`src/rtl/register_file_pkg.sv`:
```
// Shared register-map constants for the waveform-generator register file:
// addresses, CTRL/STATUS bit positions, default widths and the ID constant.
package register_file_pkg;

  localparam int RF_ADDR_WIDTH = 7;
  localparam int RF_DATA_WIDTH = 8;

  // Only the low three address bits select a register; everything above must be 0.
  localparam int RF_REG_SEL_BITS = 3;

  typedef enum logic [2:0] {
    RF_ADDR_CTRL   = 3'd0,
    RF_ADDR_STATUS = 3'd1,
    RF_ADDR_FREQ_L = 3'd2,
    RF_ADDR_FREQ_M = 3'd3,
    RF_ADDR_FREQ_H = 3'd4,
    RF_ADDR_AMPL   = 3'd5,
    RF_ADDR_OFFS   = 3'd6,
    RF_ADDR_ID     = 3'd7
  } rf_addr_e;

  localparam int CTRL_EN_BIT     = 0;
  localparam int CTRL_START_BIT  = 1;
  localparam int CTRL_WAVE_LSB   = 2;
  localparam int CTRL_WAVE_MSB   = 3;

  localparam int STATUS_BUSY_BIT = 0;
  localparam int STATUS_ERR_BIT  = 1;

  localparam logic [7:0] RF_ID_VALUE = 8'hA5;

  // Registers that accept a host write; STATUS and ID are read-only.
  function automatic logic is_writable(input rf_addr_e sel);
    return (sel != RF_ADDR_STATUS) && (sel != RF_ADDR_ID);
  endfunction

  // Registers whose write counts as a configuration update to the generator.
  function automatic logic is_update_reg(input rf_addr_e sel);
    return (sel == RF_ADDR_CTRL) || (sel == RF_ADDR_FREQ_H) ||
           (sel == RF_ADDR_AMPL) || (sel == RF_ADDR_OFFS);
  endfunction

endpackage

```
`src/rtl/register_file.sv`:
```
// Host-visible register file for the waveform generator: decodes single-cycle
// read/write strobes, stages and atomically commits the phase increment, and tracks a sticky ERR flag.
module register_file
  import register_file_pkg::*;
#(
  parameter int                    ADDR_WIDTH = RF_ADDR_WIDTH,
  parameter int                    DATA_WIDTH = RF_DATA_WIDTH,
  parameter logic [DATA_WIDTH-1:0] ID_VALUE   = DATA_WIDTH'(RF_ID_VALUE)
) (
  input  logic                  sys_clk_i,
  input  logic                  sys_rst_i,
  input  logic                  rf_we_i,
  input  logic                  rf_re_i,
  input  logic [ADDR_WIDTH-1:0] rf_addr_i,
  input  logic [DATA_WIDTH-1:0] rf_data_i,
  output logic [DATA_WIDTH-1:0] rf_data_o,
  output logic                  rf_rd_dv_o,
  input  logic                  gen_busy_i,
  output logic                  gen_en_o,
  output logic                  gen_start_o,
  output logic [1:0]            gen_wave_o,
  output logic [23:0]           gen_phinc_o,
  output logic [DATA_WIDTH-1:0] gen_ampl_o,
  output logic [DATA_WIDTH-1:0] gen_offs_o,
  output logic                  gen_upd_o
);

  // Strobe protocol: rf_we_i / rf_re_i are one-cycle requests with no backpressure.
  // A write takes effect on the edge it is sampled; a read answers with rf_data_o
  // and a one-cycle rf_rd_dv_o on the following cycle. If both strobes are high
  // together the write wins and the read is discarded.

  // ---------------------------------------------------------------------------
  // Address decode and request classification
  // ---------------------------------------------------------------------------
  logic     addr_mapped;
  rf_addr_e reg_sel;
  logic     wr_ok;
  logic     rd_ok;
  logic     wr_err;
  logic     rd_err;
  logic     col_err;
  logic     status_rd;

  assign addr_mapped = (rf_addr_i >> RF_REG_SEL_BITS) == '0;
  assign reg_sel     = rf_addr_e'(rf_addr_i[RF_REG_SEL_BITS-1:0]);

  assign wr_ok     = rf_we_i & addr_mapped & is_writable(reg_sel);
  assign wr_err    = rf_we_i & ~wr_ok;
  assign rd_ok     = rf_re_i & ~rf_we_i;
  assign rd_err    = rd_ok & ~addr_mapped;
  assign col_err   = rf_we_i & rf_re_i;
  assign status_rd = rd_ok & addr_mapped & (reg_sel == RF_ADDR_STATUS);

  // ---------------------------------------------------------------------------
  // Write / commit
  // ---------------------------------------------------------------------------
  logic                  ctrl_en_d,   ctrl_en_q;
  logic [1:0]            ctrl_wave_d, ctrl_wave_q;
  logic [DATA_WIDTH-1:0] freq_l_d,    freq_l_q;
  logic [DATA_WIDTH-1:0] freq_m_d,    freq_m_q;
  logic [DATA_WIDTH-1:0] freq_h_d,    freq_h_q;
  logic [23:0]           phinc_d,     phinc_q;
  logic [DATA_WIDTH-1:0] ampl_d,      ampl_q;
  logic [DATA_WIDTH-1:0] offs_d,      offs_q;

  always_comb begin
    ctrl_en_d   = ctrl_en_q;
    ctrl_wave_d = ctrl_wave_q;
    freq_l_d    = freq_l_q;
    freq_m_d    = freq_m_q;
    freq_h_d    = freq_h_q;
    phinc_d     = phinc_q;
    ampl_d      = ampl_q;
    offs_d      = offs_q;
    if (wr_ok) begin
      case (reg_sel)
        RF_ADDR_CTRL: begin
          ctrl_en_d   = rf_data_i[CTRL_EN_BIT];
          ctrl_wave_d = rf_data_i[CTRL_WAVE_MSB:CTRL_WAVE_LSB];
        end
        RF_ADDR_FREQ_L: freq_l_d = rf_data_i;
        RF_ADDR_FREQ_M: freq_m_d = rf_data_i;
        RF_ADDR_FREQ_H: begin
          // The generator only ever sees a complete increment: H commits all three bytes.
          freq_h_d = rf_data_i;
          phinc_d  = {rf_data_i[7:0], freq_m_q[7:0], freq_l_q[7:0]};
        end
        RF_ADDR_AMPL:   ampl_d = rf_data_i;
        RF_ADDR_OFFS:   offs_d = rf_data_i;
        default: ;
      endcase
    end
  end

  always_ff @(posedge sys_clk_i or negedge sys_rst_i) begin
    if (!sys_rst_i) begin
      ctrl_en_q   <= 1'b0;
      ctrl_wave_q <= '0;
      freq_l_q    <= '0;
      freq_m_q    <= '0;
      freq_h_q    <= '0;
      phinc_q     <= '0;
      ampl_q      <= '0;
      offs_q      <= '0;
    end else begin
      ctrl_en_q   <= ctrl_en_d;
      ctrl_wave_q <= ctrl_wave_d;
      freq_l_q    <= freq_l_d;
      freq_m_q    <= freq_m_d;
      freq_h_q    <= freq_h_d;
      phinc_q     <= phinc_d;
      ampl_q      <= ampl_d;
      offs_q      <= offs_d;
    end
  end

  // ---------------------------------------------------------------------------
  // Read mux and data valid
  // ---------------------------------------------------------------------------
  logic [DATA_WIDTH-1:0] rd_data_d, rd_data_q;
  logic                  rd_dv_d,   rd_dv_q;
  logic                  err_d,     err_q;

  always_comb begin
    rd_data_d = rd_data_q;
    rd_dv_d   = 1'b0;
    if (rd_ok) begin
      rd_dv_d   = 1'b1;
      rd_data_d = '0;
      if (addr_mapped) begin
        case (reg_sel)
          RF_ADDR_CTRL: begin
            rd_data_d[CTRL_EN_BIT]                 = ctrl_en_q;
            rd_data_d[CTRL_WAVE_MSB:CTRL_WAVE_LSB] = ctrl_wave_q;
          end
          RF_ADDR_STATUS: begin
            rd_data_d[STATUS_BUSY_BIT] = gen_busy_i;
            rd_data_d[STATUS_ERR_BIT]  = err_q;
          end
          RF_ADDR_FREQ_L: rd_data_d = freq_l_q;
          RF_ADDR_FREQ_M: rd_data_d = freq_m_q;
          RF_ADDR_FREQ_H: rd_data_d = freq_h_q;
          RF_ADDR_AMPL:   rd_data_d = ampl_q;
          RF_ADDR_OFFS:   rd_data_d = offs_q;
          RF_ADDR_ID:     rd_data_d = ID_VALUE;
          default:        rd_data_d = '0;
        endcase
      end
    end
  end

  always_ff @(posedge sys_clk_i or negedge sys_rst_i) begin
    if (!sys_rst_i) begin
      rd_data_q <= '0;
      rd_dv_q   <= 1'b0;
    end else begin
      rd_data_q <= rd_data_d;
      rd_dv_q   <= rd_dv_d;
    end
  end

  // ---------------------------------------------------------------------------
  // Pulses and sticky error
  // ---------------------------------------------------------------------------
  logic start_d, start_q;
  logic upd_d,   upd_q;
  logic err_set;

  assign err_set = wr_err | rd_err | col_err;

  always_comb begin
    start_d = wr_ok & (reg_sel == RF_ADDR_CTRL) & rf_data_i[CTRL_START_BIT];
    upd_d   = wr_ok & is_update_reg(reg_sel);
    // A STATUS read clears ERR, but an error raised in the same cycle keeps it set.
    err_d   = err_set | (err_q & ~status_rd);
  end

  always_ff @(posedge sys_clk_i or negedge sys_rst_i) begin
    if (!sys_rst_i) begin
      start_q <= 1'b0;
      upd_q   <= 1'b0;
      err_q   <= 1'b0;
    end else begin
      start_q <= start_d;
      upd_q   <= upd_d;
      err_q   <= err_d;
    end
  end

  // ---------------------------------------------------------------------------
  // Outputs
  // ---------------------------------------------------------------------------
  assign rf_data_o   = rd_data_q;
  assign rf_rd_dv_o  = rd_dv_q;
  assign gen_en_o    = ctrl_en_q;
  assign gen_start_o = start_q;
  assign gen_wave_o  = ctrl_wave_q;
  assign gen_phinc_o = phinc_q;
  assign gen_ampl_o  = ampl_q;
  assign gen_offs_o  = offs_q;
  assign gen_upd_o   = upd_q;

endmodule
```
`config.mk`:
```
export PLATFORM = sky130hd
export DESIGN_NAME = register_file
export DESIGN_NICKNAME = d
export VERILOG_FILES = /design/src/rtl/register_file_pkg.sv /design/src/rtl/register_file.sv
export SDC_FILE = /design/constraint.sdc
export NUM_CORES = 1
export LEC_CHECK = 0
export CORE_MARGIN = 4
export CORE_UTILIZATION = 40
export CTS_BUF_LIST = sky130_fd_sc_hd__clkbuf_2 sky130_fd_sc_hd__clkbuf_4 sky130_fd_sc_hd__clkbuf_8
export CTS_CLUSTER_DIAMETER = 50
export DETAILED_ROUTE_END_ITERATION = 8
export HOLD_SLACK_MARGIN = 0.06
export PLACE_DENSITY = 0.67
export SYNTH_ARGS = -nofsm -noshare
export SYNTH_HDL_FRONTEND = slang
export SYNTH_SLANG_ARGS = --single-unit
export TNS_END_PERCENT = 5
```
`constraint.sdc`:
```
create_clock -name sys_clk_i -period 2.25 [get_ports sys_clk_i]
set_input_delay 0.45 -clock sys_clk_i [delete_from_list [all_inputs] [get_ports sys_clk_i]]
set_output_delay 0.45 -clock sys_clk_i [all_outputs]
set_load 0.05 [all_outputs]
```
Yosys cells after proc, flatten, opt, wreduce, memory -nomap -nowiden:

Cells that the tools add are included.

* mux-type cells: 6
* bitwise gates (word level): 19
* equal/unequal tests: 9
* reduce and logical (&&, ||, !) cells: 12

Operators by type and width (number)
* 4-bit case mux with 6 select lines: 1
* 2-bit case mux with 7 select lines: 1
* 1-bit AND: 12
* 3-bit equality test (second input constant): 4
* 2-bit AND reduction: 6
* 8-bit 2-to-1 mux: 1
* 1-bit case mux with 8 select lines: 1
* 7-bit logical NOT: 1
* 3-bit by 2-bit equality test with 1-bit output (second input constant): 2
* 1-bit case mux with 6 select lines: 1
* 1-bit inverter: 4
* 3-bit by 1-bit equality test with 1-bit output (second input constant): 1
* 3-bit logical NOT: 1
* 1-bit logical OR: 3
* 3-bit by 1-bit inequality test with 1-bit output (second input constant): 1
* 3-bit inequality test (second input constant): 1
* 1-bit bitwise OR: 3
* 1-bit logical AND: 1
* 1-bit 2-to-1 mux: 1

* word-level logic and storage cells: 59
* register bits: 79
* input bits: 20

Longest topological paths before layout:

Gate-level depths: netlist (run 1).

* word-level depth: 8
* mapped depth: 6
* depth with buffers taken out: 5

Worst setup path before layout (run 1):

No wires, ideal clock.

* path kind: input port to flip-flop
* start point: in rf_addr_i[4]
* end point: reg offs_q[0] (netlist: gen_offs_o[0])
* arrival: 1.701 ns
* buffers on the path: 2
* stages: 6
* slack: 0.421 ns
* required time: 2.123 ns
* setup time: 0.127 ns
* path through: nor4_4 and3_1 buf_4 and3_1 buf_4 mux2_1

* cells in the longest elaborated chain, start to end: 4

RTL lines
* start: declaration: RTL line register_file.sv:14 `input logic [ADDR_WIDTH-1:0] rf_addr_i,`
* 7-bit logical NOT: RTL line register_file.sv:45 `assign addr_mapped = (rf_addr_i >> RF_REG_SEL_BITS) == '0;`
* 1-bit AND (2 in series): RTL line register_file.sv:48 `assign wr_ok = rf_we_i & addr_mapped & is_writable(reg_sel);`
* 2-bit AND reduction (no source line)
* end signal: assignment: RTL line register_file.sv:114 `offs_q <= offs_d;`
* end: declaration: RTL line register_file.sv:65 `logic [DATA_WIDTH-1:0] offs_d, offs_q;`

Every way passes these cells.
A chain may end at the register's enable or synchronous reset.

==> results of run 1 <==
-- kinds of logic (layout without fill, tap and decap cells) --
kind of cell,after synthesis,in the layout,share of synthesized area [%]
DFF,71,71,55.1
muxes,66,66,25.2
AOI/OAI and AO/OA,43,43,9.54
and+or+nand+nor,40,40,7.18
buffers and inverters,19,117,2.99
-- worst paths after layout --
check                              from               to  slack (ns)  cells past startpoint
max                         freq_h_q[6]  gen_phinc_o[22]        0.22                      1
min                           sys_rst_i      freq_h_q[2]        0.10                      2
max reg2reg                 freq_m_q[3]     rf_data_o[3]        0.91                      3
min reg2reg                rf_data_o[4]     rf_data_o[4]        0.49                      2
max in group asynchronous     sys_rst_i     rf_data_o[3]        1.82                      2
min in group sys_clk_i     rf_data_o[4]     rf_data_o[4]        0.49                      2
-- routing by layer --
metal | wire length, µm | share of wire [%]
met1 | 3680 | 47
met2 | 3820 | 48
met3 | 327 | 4.1
met4 | 62 | 0.79
met5 | 0 | 0
-- power by group through the flow --
stage          registers, mW  clock network (mW)  logic [mW]
2_1_floorplan           1.58                   0       0.143
3_3_place_gp            1.43                   0       0.522
3_5_place_dp            1.43                   0       0.527
4_1_cts                 1.40                1.36       0.529
5_1_grt                 1.41                1.44       0.557
6_report                1.40                1.34       0.524
-- registers in the layout, summed over array words and instances, names as in the netlist --
| name | count |
|---|---|
| gen_phinc_o | 16 |
| freq_h_q | 8 |
| freq_l_q | 8 |
| freq_m_q | 8 |
| gen_ampl_o | 8 |
| gen_offs_o | 8 |
| rf_data_o | 8 |
| gen_wave_o | 2 |
| err_q | 1 |
| gen_en_o | 1 |
| gen_start_o | 1 |
| gen_upd_o | 1 |
| rf_rd_dv_o | 1 |
-- area by class of cell --
type / count / area, µm² / area share (%)
inverters: 5 / 18.8 / 0.419
repair buffers: 96 / 936 / 20.9
clock inverters: 6 / 133 / 2.96
multi-input cells: 149 / 1350 / 30.2
clock buffers: 10 / 131 / 2.94
well taps: 102 / 128 / 2.85
flip-flops and latches: 71 / 1780 / 39.7
-- synth_stat cells (3+ instances only) --
master	n	share of area [%]
mux2i_1	4	1.2
a32oi_1	4	1.1
mux2_2	34	12
a211oi_1	3	0.70
o21ai_0	9	1.4
nor2_1	6	0.70
and3_1	5	0.97
nand2b_1	3	0.58
mux2_1	8	2.8
a21oi_1	6	0.93
mux2_4	20	9.3
and2_1	3	0.58
dfrtp_1	71	55
o31ai_1	3	0.70
clkbuf_1	7	0.81
nand2_1	13	1.5
nor2b_1	3	0.58
inv_1	5	0.58
-- placed cells by master, fill, tap and decap left out, types with 2 or more instances in the layout --
| cell | instances |
|---|---|
| a211oi_1 | 3 |
| a21oi_1 | 6 |
| a22o_1 | 2 |
| a32o_1 | 2 |
| a32oi_1 | 4 |
| and2_1 | 3 |
| and3_1 | 5 |
| buf_12 | 3 |
| buf_4 | 20 |
| bufinv_16 | 4 |
| clkbuf_8 | 9 |
| clkdlybuf4s50_1 | 72 |
| dfrtp_1 | 71 |
| inv_1 | 5 |
| mux2_1 | 8 |
| mux2_2 | 34 |
| mux2_4 | 20 |
| mux2i_1 | 4 |
| nand2_1 | 13 |
| nand2b_1 | 3 |
| nor2_1 | 6 |
| nor2b_1 | 3 |
| o21ai_0 | 9 |
| o22ai_1 | 2 |
| o2bb2ai_1 | 2 |
| o31ai_1 | 3 |
-- through the flow --
stage | total power [mW] | setup WS (ns) | std cells | setup TNS (ns)
floorplan | 1.72 | 0.421 | 239 | 0
global placement | 1.95 | -0.0417 | 423 | -0.251
detailed placement | 1.96 | -0.0681 | 423 | -0.668
CTS | 3.29 | 0.211 | 439 | 0
global route | 3.41 | 0.157 | 439 | 0
finish | 3.27 | 0.219 | 439 | 0
==> metrics.md, run 1 <==
| Metric | Value |
|---|---|
| CTS Buf Count | `9` |
| Avg Cell Area, Syn | `13.5 µm²` |
| Power density over the cells | `730 mW/mm²` |
| Routed Antenna Nets | `0` |
| Post-synth EDFFs | `0` |
| Tightest Pin Transition | `0.517 ns` |
| Clock buffer depth | `2` |
| Sequential cell area fraction in the yosys report | `55.1%` |
| Hold-fix buffers, CTS | `0` |
| Period utilisation layout | `90.3%` |
| CTS Sinks | `71` |
| RSZ-0062 raised after global routing | `no` |
| Routability cong. | `0.817` |
| Routed len/inst | `18.0 µm` |
| First-pass GRT wire length | `13.1 mm` |
| Worst min-delay path class | `in -> async` |
| Static Leakage | `2.15 nW` |
| Placed cell area | `0.00421 mm²` |
| P&R area growth vs syn | `38.8%` |
| Resized cells post-CTS | `0` |
| DRC errors left | `0` |
| Global Route Usage Sum | `17.7%` |
| Grt total ovfl | `0` |
| Number of synthesized register bits | `71` |
| CP Max Fanout | `3` |
| Largest net degree at the start of global routing | `72` |
| Clock slew at reported path FFs | `0.08 ns` |
| Crit path kind | `reg -> out` |
| CP delay by family, top | `buffers and inverters` |
| Full die area | `0.00956 mm²` |
| I/O Pins | `74` |
| Post-synth cell types | `43` |
| Sequence of cells on the critical path | `clkdlybuf4s50_1` |
| Yosys warnings | `0` |
| Via count | `2296` |
| Clock root cell | `clkbuf_8` |
| Final Hold Viols | `0` |
| Core Util, Final | `57.6%` |
| Nature of the critical path startpoint | `flip-flop` |
| WL final | `7.89 mm` |
| Die outline width | `97.8 µm` |
| Met3 GRT Util | `4.64%` |
| Fmax | `492 MHz` |
| First-pass detailed-route iteration total | `4` |
| WP data required | `1.80 ns` |
| Share of layout cells above drive strength 1 | `29.1%` |
| Clk_skew | `0.00471 ns` |
| Post-detail-place hpwl | `5.63 mm` |
| Fin crit period | `2.03 ns` |
| Antenna Cells | `0` |
| Endpoints failing setup | `0` |
| Syn_nets | `259` |
| Psw | `0.846 mW` |
| Initial Util | `41.5%` |
| Worst-Skew Late Latency | `0.34 ns` |
| Max Slew Vio Count | `0` |
| Rows | `32` |
| CP Capture Type | `output pin` |
| Met1 usage in global routing | `25.0%` |
| Internal | `2.42 mW` |
| Port-buffer cells | `73` |
| Number of H-tree levels | `3` |
| Initial antenna violation count | `0` |
| Clock Power Share | `41.0%` |
| Core area | `0.00777 mm²` |
| Logic gate share of total power | `16.0%` |
| Post-synthesis async set-or-reset flop share | `100%` |
| Final Instance Area | `0.00448 mm²` |
| Synth Instances | `239` |
| Slew headroom | `65.4%` |
| Die H | `97.8 µm` |
| Max-cap viol count | `0` |
| Outcome | `finished, final reports clean` |
| Peak supply drop | `368 µV` |
| Sequential cell fraction of total power | `43.0%` |
| Hold slack | `0.101 ns` |
| Iter 0 DRT Violations | `121` |
| Post-CTS setup buffers | `0` |
| Sw frac | `25.9%` |
| Main synth FF type | `dfrtp_1` |
| Critical path buffers and inverters | `1` |
| TritonCTS clock tree | `done` |
| CP max-delay cell | `clkdlybuf4s50_1` |
| Vias per inst | `5.23` |
| GR peak layer | `met2` |
| Fill count | `666` |
| Worst Path Arrival | `1.58 ns` |
| Slowest Stage Delay on Critical Path | `0.84 ns` |
| Post-Syn Area | `0.00323 mm²` |
| Vias in the first global route | `2403` |
| Final #Nets | `352` |
| Met2 Track Usage GR | `26.7%` |
Power figures use the tool's default switching activity.
==> run 2, diff against run 1 <==
Settings changed: DONT_BUFFER_PORTS set to 1, PLACE_DENSITY 0.67 to 0.55.
==> run 2 against run 1 <==
Effect of this change:
- clock skew grew 0.00079 ns
- sequential power grew 13%
- register-to-register slack lost 0.15 ns
- largest cell class unchanged
- cell count shrank 20%
- critical endpoint is now gen_phinc_o[14]
- worst hold slack gained 0.14 ns
- cell area shrank 20%
- critical path depth grew 3
==> metrics.md, run 2 (same netlist as run 1, synthesis figures left out) <==
| Metric | Value |
|---|---|
| Grt total ovfl | `0 (unchanged)` |
| Via count | `2033 (-11%)` |
| Static Leakage | `1.78 nW (-17%)` |
| WP data required | `2.48 ns (+0.68 ns)` |
| Period utilisation layout | `69.6% (-21 points)` |
| Fmax | `638 MHz (+30%)` |
| First-pass detailed-route iteration total | `4 (unchanged)` |
| CP Launch Point | `rf_addr_i[4]` |
| Port-buffer cells | `0 (-100%)` |
| CTS Sinks | `71 (unchanged)` |
| Reg area | `0.00178 mm² (unchanged)` |
| Power density over the cells | `779 mW/mm² (+6.8%)` |
| Initial Util | `41.5% (unchanged)` |
| Nature of the critical path startpoint | `input pin` |
| Endpoints failing setup | `0 (unchanged)` |
| Clock slew at reported path FFs | `0.07 ns (about the same)` |
| Number of H-tree levels | `3 (unchanged)` |
| Vias in the first global route | `2110 (-12%)` |
| Max Slew Vio Count | `0 (unchanged)` |
| Full die area | `0.00956 mm² (unchanged)` |
| Worst-Skew Late Latency | `0.34 ns (about the same)` |
| Max-cap viol count | `0 (unchanged)` |
| Peak supply drop | `221 µV (-40%)` |
| Routed Antenna Nets | `0 (unchanged)` |
| Clock buffer depth | `2 (unchanged)` |
| GR peak layer | `met2` |
| Max FFs per register | `16 (unchanged)` |
| TritonCTS clock tree | `done` |
| WL final | `8.14 mm (+3.2%)` |
| Global Route Usage Sum | `17.7% (+0.052 points)` |
| Core area | `0.00777 mm² (unchanged)` |
| Core Util, Final | `45.9% (-12 points)` |
| Fin crit period | `1.57 ns (-0.464 ns)` |
| Met1 usage in global routing | `23.5% (-1.5 points)` |
| CTS Buf Count | `9 (unchanged)` |
| Share of layout cells above drive strength 1 | `32.3% (+3.2 points)` |
| Routed len/inst | `23.3 µm (+29%)` |
| Clock Power Share | `36.5% (-4.5 points)` |
| Iter 0 DRT Violations | `128 (+5.8%)` |
| Multi-input logic area | `0.00135 mm² (unchanged)` |
| CP Capture Type | `flip-flop` |
| Met3 GRT Util | `7.50% (+2.9 points)` |
| CP Max Fanout | `24 (+21)` |
| Resized cells post-CTS | `0 (unchanged)` |
| Outcome | `finished, final reports clean` |
| Setup TNS | `0 ns (unchanged)` |
| Vias per inst | `5.81 (+11%)` |
| Fill count | `723 (+8.6%)` |
| Most frequent cells in the layout | `dfrtp_1 (71), mux2_2 (34), mux2_4 (20), nand2_1 (13), clkbuf_8 (11)` |
| Die outline width | `97.8 µm (unchanged)` |
| Final Hold Viols | `0 (unchanged)` |
| Worst Path Arrival | `1.79 ns (+0.21 ns)` |
| Crit path kind | `in -> reg` |
| Slew headroom | `64.5% (-0.91 points)` |
| I/O Pins | `74 (unchanged)` |
| DRC errors left | `0 (unchanged)` |
| Routability cong. | `0.797 (-2.5%)` |
| Logic gate share of total power | `6.7% (-9.3 points)` |
| Internal | `2.01 mW (-17%)` |
| Clock root cell | `clkbuf_8` |
| Hold Crit Start | `rf_data_i[1]` |
| Sequential cell fraction of total power | `56.8% (+14 points)` |
| Post-detail-place hpwl | `5.37 mm (-4.7%)` |
| Post-CTS setup buffers | `0 (unchanged)` |
| Non-Filler Instances | `350 (-20%)` |
| Antenna Cells | `0 (unchanged)` |
| Die H | `97.8 µm (unchanged)` |
| Tightest Pin Transition | `0.532 ns (+0.0153 ns)` |
| RSZ-0062 raised after global routing | `no` |
| Rows | `32 (unchanged)` |
| First-pass GRT wire length | `12.9 mm (-2.0%)` |
| Clk_skew | `0.00550 ns (+0.000792 ns)` |
| Initial antenna violation count | `0 (unchanged)` |
| Met2 Track Usage GR | `25.9% (-0.79 points)` |
| Placed Cells | `335 (-21%)` |
| Sw frac | `27.5% (+1.6 points)` |
| Largest net degree at the start of global routing | `72 (unchanged)` |
| FF-to-FF Start | `gen_ampl_o[7]` |
| Final #Nets | `266 (-24%)` |
| Hold-fix buffers, CTS | `2 (+2)` |
| Commonest non-fill, non-tap cell in the layout | `dfrtp_1` |
| Psw | `0.765 mW (-9.7%)` |
| P&R area growth vs syn | `10.4%` |
| Worst min-delay path class | `in -> reg` |
run 2: through the flow:
step | hold WS, ns | instance area (µm²) | setup WS [ns] | total power [mW]
2_1_floorplan | 0.154 | 3230 | 0.421 | 1.72
6_report | 0.236 | 3560 | 0.684 | 2.78
3_3_place_gp | 0.156 | 3340 | 0.333 | 1.75
4_1_cts | 0.220 | 3560 | 0.687 | 2.81
3_5_place_dp | 0.157 | 3340 | 0.323 | 1.76
5_1_grt | 0.208 | 3560 | 0.623 | 2.89
run 2: final timing paths:
path	endpoint	slack, ns	cells past startpoint
worst max-delay path	gen_phinc_o[14]	0.68	4
worst min-delay path	gen_offs_o[1]	0.24	1
worst max register to register	rf_data_o[7]	0.76	4
worst min register to register	gen_phinc_o[1]	0.53	1
max in group asynchronous	freq_m_q[7]	1.31	2
min in group asynchronous	freq_h_q[4]	0.64	2
run 2: layout make-up:
class                           instances  share of cell area, %
Multi-Input combinational cell        149                   38.0
Timing Repair Buffer                   10                   2.74
Clock buffer                           12                   4.46
Tap cell                              102                   3.58
Clock inverter                          1                  0.843
Inverter                                5                  0.527
Sequential cell                        71                   49.9
run 2: worst max-delay path, cell delays in order:
cell and delay (ns):
nor4_4 0.27, and3_1 0.32, nand2_4 0.34, mux2_4 0.40
run 2: power groups by stage:
stage,sequential (mW),clock [mW],combinational [mW]
after floorplan,1.58,0,0.143
after global placement,1.60,0,0.150
after detailed placement,1.61,0,0.154
after CTS,1.58,1.04,0.188
after global routing,1.59,1.09,0.207
final,1.58,1.01,0.186
run 2: routing by layer:
| layer | vias up | part of all wire (%) |
|---|---|---|
| met5 | - | 0 |
| met4 | 0 | 1.6 |
| met3 | 10 | 8.5 |
| met2 | 82 | 46 |
| met1 | 1056 | 44 |
| li1 | 885 | - |
==> run 3, diff against run 2 <==
Clock period 2.25 ns to 1.6 ns, I/O delays scaled along.
==> run 3 against run 2 <==
Effect of this change:
- the run now ends with negative hold slack left
- via count rose by 0.44%
- clock skew rose by 0.0025 ns
- combinational power increased to 2.9 times the previous value
- die area unchanged
- largest power group unchanged
- highest routed layer unchanged
==> metrics.md, run 3 (same netlist as run 1, synthesis figures left out) <==
| Metric | Value |
|---|---|
| Outcome | `finished, violations left` |
| Failing checks | `negative hold slack` |
| Endpoints failing setup | `0 (unchanged)` |
| Core area | `0.00777 mm² (unchanged)` |
| Worst-Skew Late Latency | `0.34 ns (about the same)` |
| Iter 0 DRT Violations | `99 (-23%)` |
| Worst Path Arrival | `1.67 ns (-0.12 ns)` |
| Static Leakage | `1.93 nW (+8.5%)` |
| Number of H-tree levels | `3 (unchanged)` |
| Slew headroom | `64.5% (about the same)` |
| RSZ-0062 raised after global routing | `no` |
| Clock Power Share | `34.4% (-2.1 points)` |
| Resized cells post-CTS | `0 (unchanged)` |
| P&R area growth vs syn | `18.0%` |
| Max-cap viol count | `0 (unchanged)` |
| Vias in the first global route | `2214 (+4.9%)` |
| Fill count | `720 (-0.41%)` |
| Antenna Cells | `0 (unchanged)` |
| Routed len/inst | `20.7 µm (-11%)` |
| Clock slew at reported path FFs | `0.07 ns (about the same)` |
| Period utilisation layout | `90.4%` |
| Largest net degree at the start of global routing | `72 (unchanged)` |
| Most frequent cells in the layout | `dfrtp_1 (71), buf_4 (39), mux2_2 (34), mux2_4 (28), nand2_1 (13)` |
| Initial antenna violation count | `0 (unchanged)` |
| Clk_skew | `0.00798 ns (+0.00248 ns)` |
| Post-detail-place hpwl | `5.53 mm (+2.9%)` |
| Placed Cells | `367 (+9.6%)` |
| Logic gate share of total power | `14.0% (+7.3 points)` |
| Global Route Usage Sum | `17.2% (-0.57 points)` |
| CTS Buf Count | `9 (unchanged)` |
| Commonest non-fill, non-tap cell in the layout | `dfrtp_1` |
| CP Capture Type | `flip-flop` |
| Final Hold Viols | `71 (+71)` |
| Fin crit period | `1.45 ns` |
| Worst min-delay path class | `in -> async` |
| DRC errors left | `0 (unchanged)` |
| Sw frac | `27.9% (+0.40 points)` |
| Initial Util | `41.5% (unchanged)` |
| Post-CTS setup buffers | `0 (unchanged)` |
| Grt total ovfl | `0 (unchanged)` |
| Nature of the critical path startpoint | `input pin` |
| CP max-delay cell | `nor4_4` |
| Routed Antenna Nets | `0 (unchanged)` |
| Share of layout cells above drive strength 1 | `43.6% (+11 points)` |
| Port-buffer cells | `0 (unchanged)` |
| Max FFs per register | `16 (unchanged)` |
| Vias per inst | `5.35 (-8.0%)` |
| First-pass GRT wire length | `12.7 mm (-1.4%)` |
| I/O Pins | `74 (unchanged)` |
| Full die area | `0.00956 mm² (unchanged)` |
| Max Slew Vio Count | `0 (unchanged)` |
| Power density over the cells | `1020 mW/mm² (+30%)` |
| Tightest Pin Transition | `0.533 ns (+0.000647 ns)` |
| Sequence of cells on the critical path | `nor4_4 > and3_1 > and3_4 > mux2_4` |
| Non-Filler Instances | `382 (+9.1%)` |
| TritonCTS clock tree | `done` |
| CP Max Fanout | `8 (-67%)` |
| Routability cong. | `0.843 (+5.8%)` |
| CTS Sinks | `71 (unchanged)` |
| Sequential cell fraction of total power | `51.6% (-5.2 points)` |
| Psw | `1.08 mW (+41%)` |
| WP data required | `1.82 ns (-0.66 ns)` |
| Die H | `97.8 µm (unchanged)` |
| Die outline width | `97.8 µm (unchanged)` |
| Hold slack | `-0.337 ns (-0.573 ns)` |
| Crit path kind | `in -> reg` |
| Via count | `2042 (+0.44%)` |
| Fmax | `692 MHz` |
| Clock root cell | `clkbuf_8` |
| Slowest Stage Delay on Critical Path | `0.36 ns (-0.04 ns)` |
| Final #Nets | `296 (+11%)` |
| WL final | `7.92 mm (-2.7%)` |
| Peak supply drop | `421 µV (+91%)` |
| Internal | `2.79 mW (+39%)` |
| Rows | `32 (unchanged)` |
| First-pass detailed-route iteration total | `4 (unchanged)` |
| Clock buffer depth | `2 (unchanged)` |
run 3: changes by cell type in the layout (fill, tap and decap cells not counted), sizes merged:
| cell | change |
|---|---|
| dlygate4sd3 | -1 |
| bufinv | -1 |
| buf | +31 |
| clkinvlp | +1 |
| clkinv | +2 |
run 3: area by class of cell:
cell class	count	area (µm²)	share of cell area, %
Inverter	5	18.8	0.493
Clock buffer	12	165	4.34
Timing Repair Buffer	40	313	8.22
Clock inverter	3	17.5	0.460
Tap cell	102	128	3.35
Multi-Input combinational cell	149	1390	36.5
Sequential cell	71	1780	46.7
run 3: critical path, delay by kind of cell:
kind,cells,cell delay (ns)
multiplexers,1,0.31
AND/OR/NAND/NOR,3,1.03
run 3: path summary, 6_finish.rpt:
kind / startpoint / slack [ns] / end / cells past startpoint
max in group asynchronous: sys_rst_i / 1.80 / rf_rd_dv_o / 0
hold reg to reg: freq_m_q[2] / 0.54 / gen_phinc_o[10] / 1
min in group sys_clk_i: rf_data_i[6] / 0.12 / freq_h_q[6] / 1
setup / recovery: rf_addr_i[5] / 0.15 / gen_offs_o[3] / 4
setup reg to reg: freq_m_q[3] / 0.28 / rf_data_o[3] / 3
hold / removal: sys_rst_i / -0.34 / rf_data_o[7] / 0
run 3: layer usage:
layer	wire length [µm]	up-vias	global-route usage (%)
met5	0	-	0
met4	86	0	5.11
met3	595	11	6.93
met2	3560	54	25.0
met1	3670	1025	23.6
li1	-	952	-
run 3: stage by stage:
stage	cell area [µm²]	setup slack (ns)	total power [mW]	util, %	TNS (ns)
2_1_floorplan	3270	-0.0918	2.43	-	-0.951
6_report	3810	0.154	3.87	49.0	0
3_3_place_gp	3620	-0.177	2.57	46.6	-4.70
4_1_cts	3810	0.163	3.90	49.0	0
3_5_place_dp	3620	-0.197	2.58	46.6	-5.20
5_1_grt	3810	0.0627	4.03	49.0	0
run 3: power by group through the flow:
stage	sequential, mW	clock (mW)	combinational, mW
floorplan	2.22	0	0.215
global placement	2.03	0	0.539
detailed placement	2.03	0	0.544
CTS	2.00	1.36	0.546
global route	2.01	1.45	0.573
finish	2.00	1.33	0.540
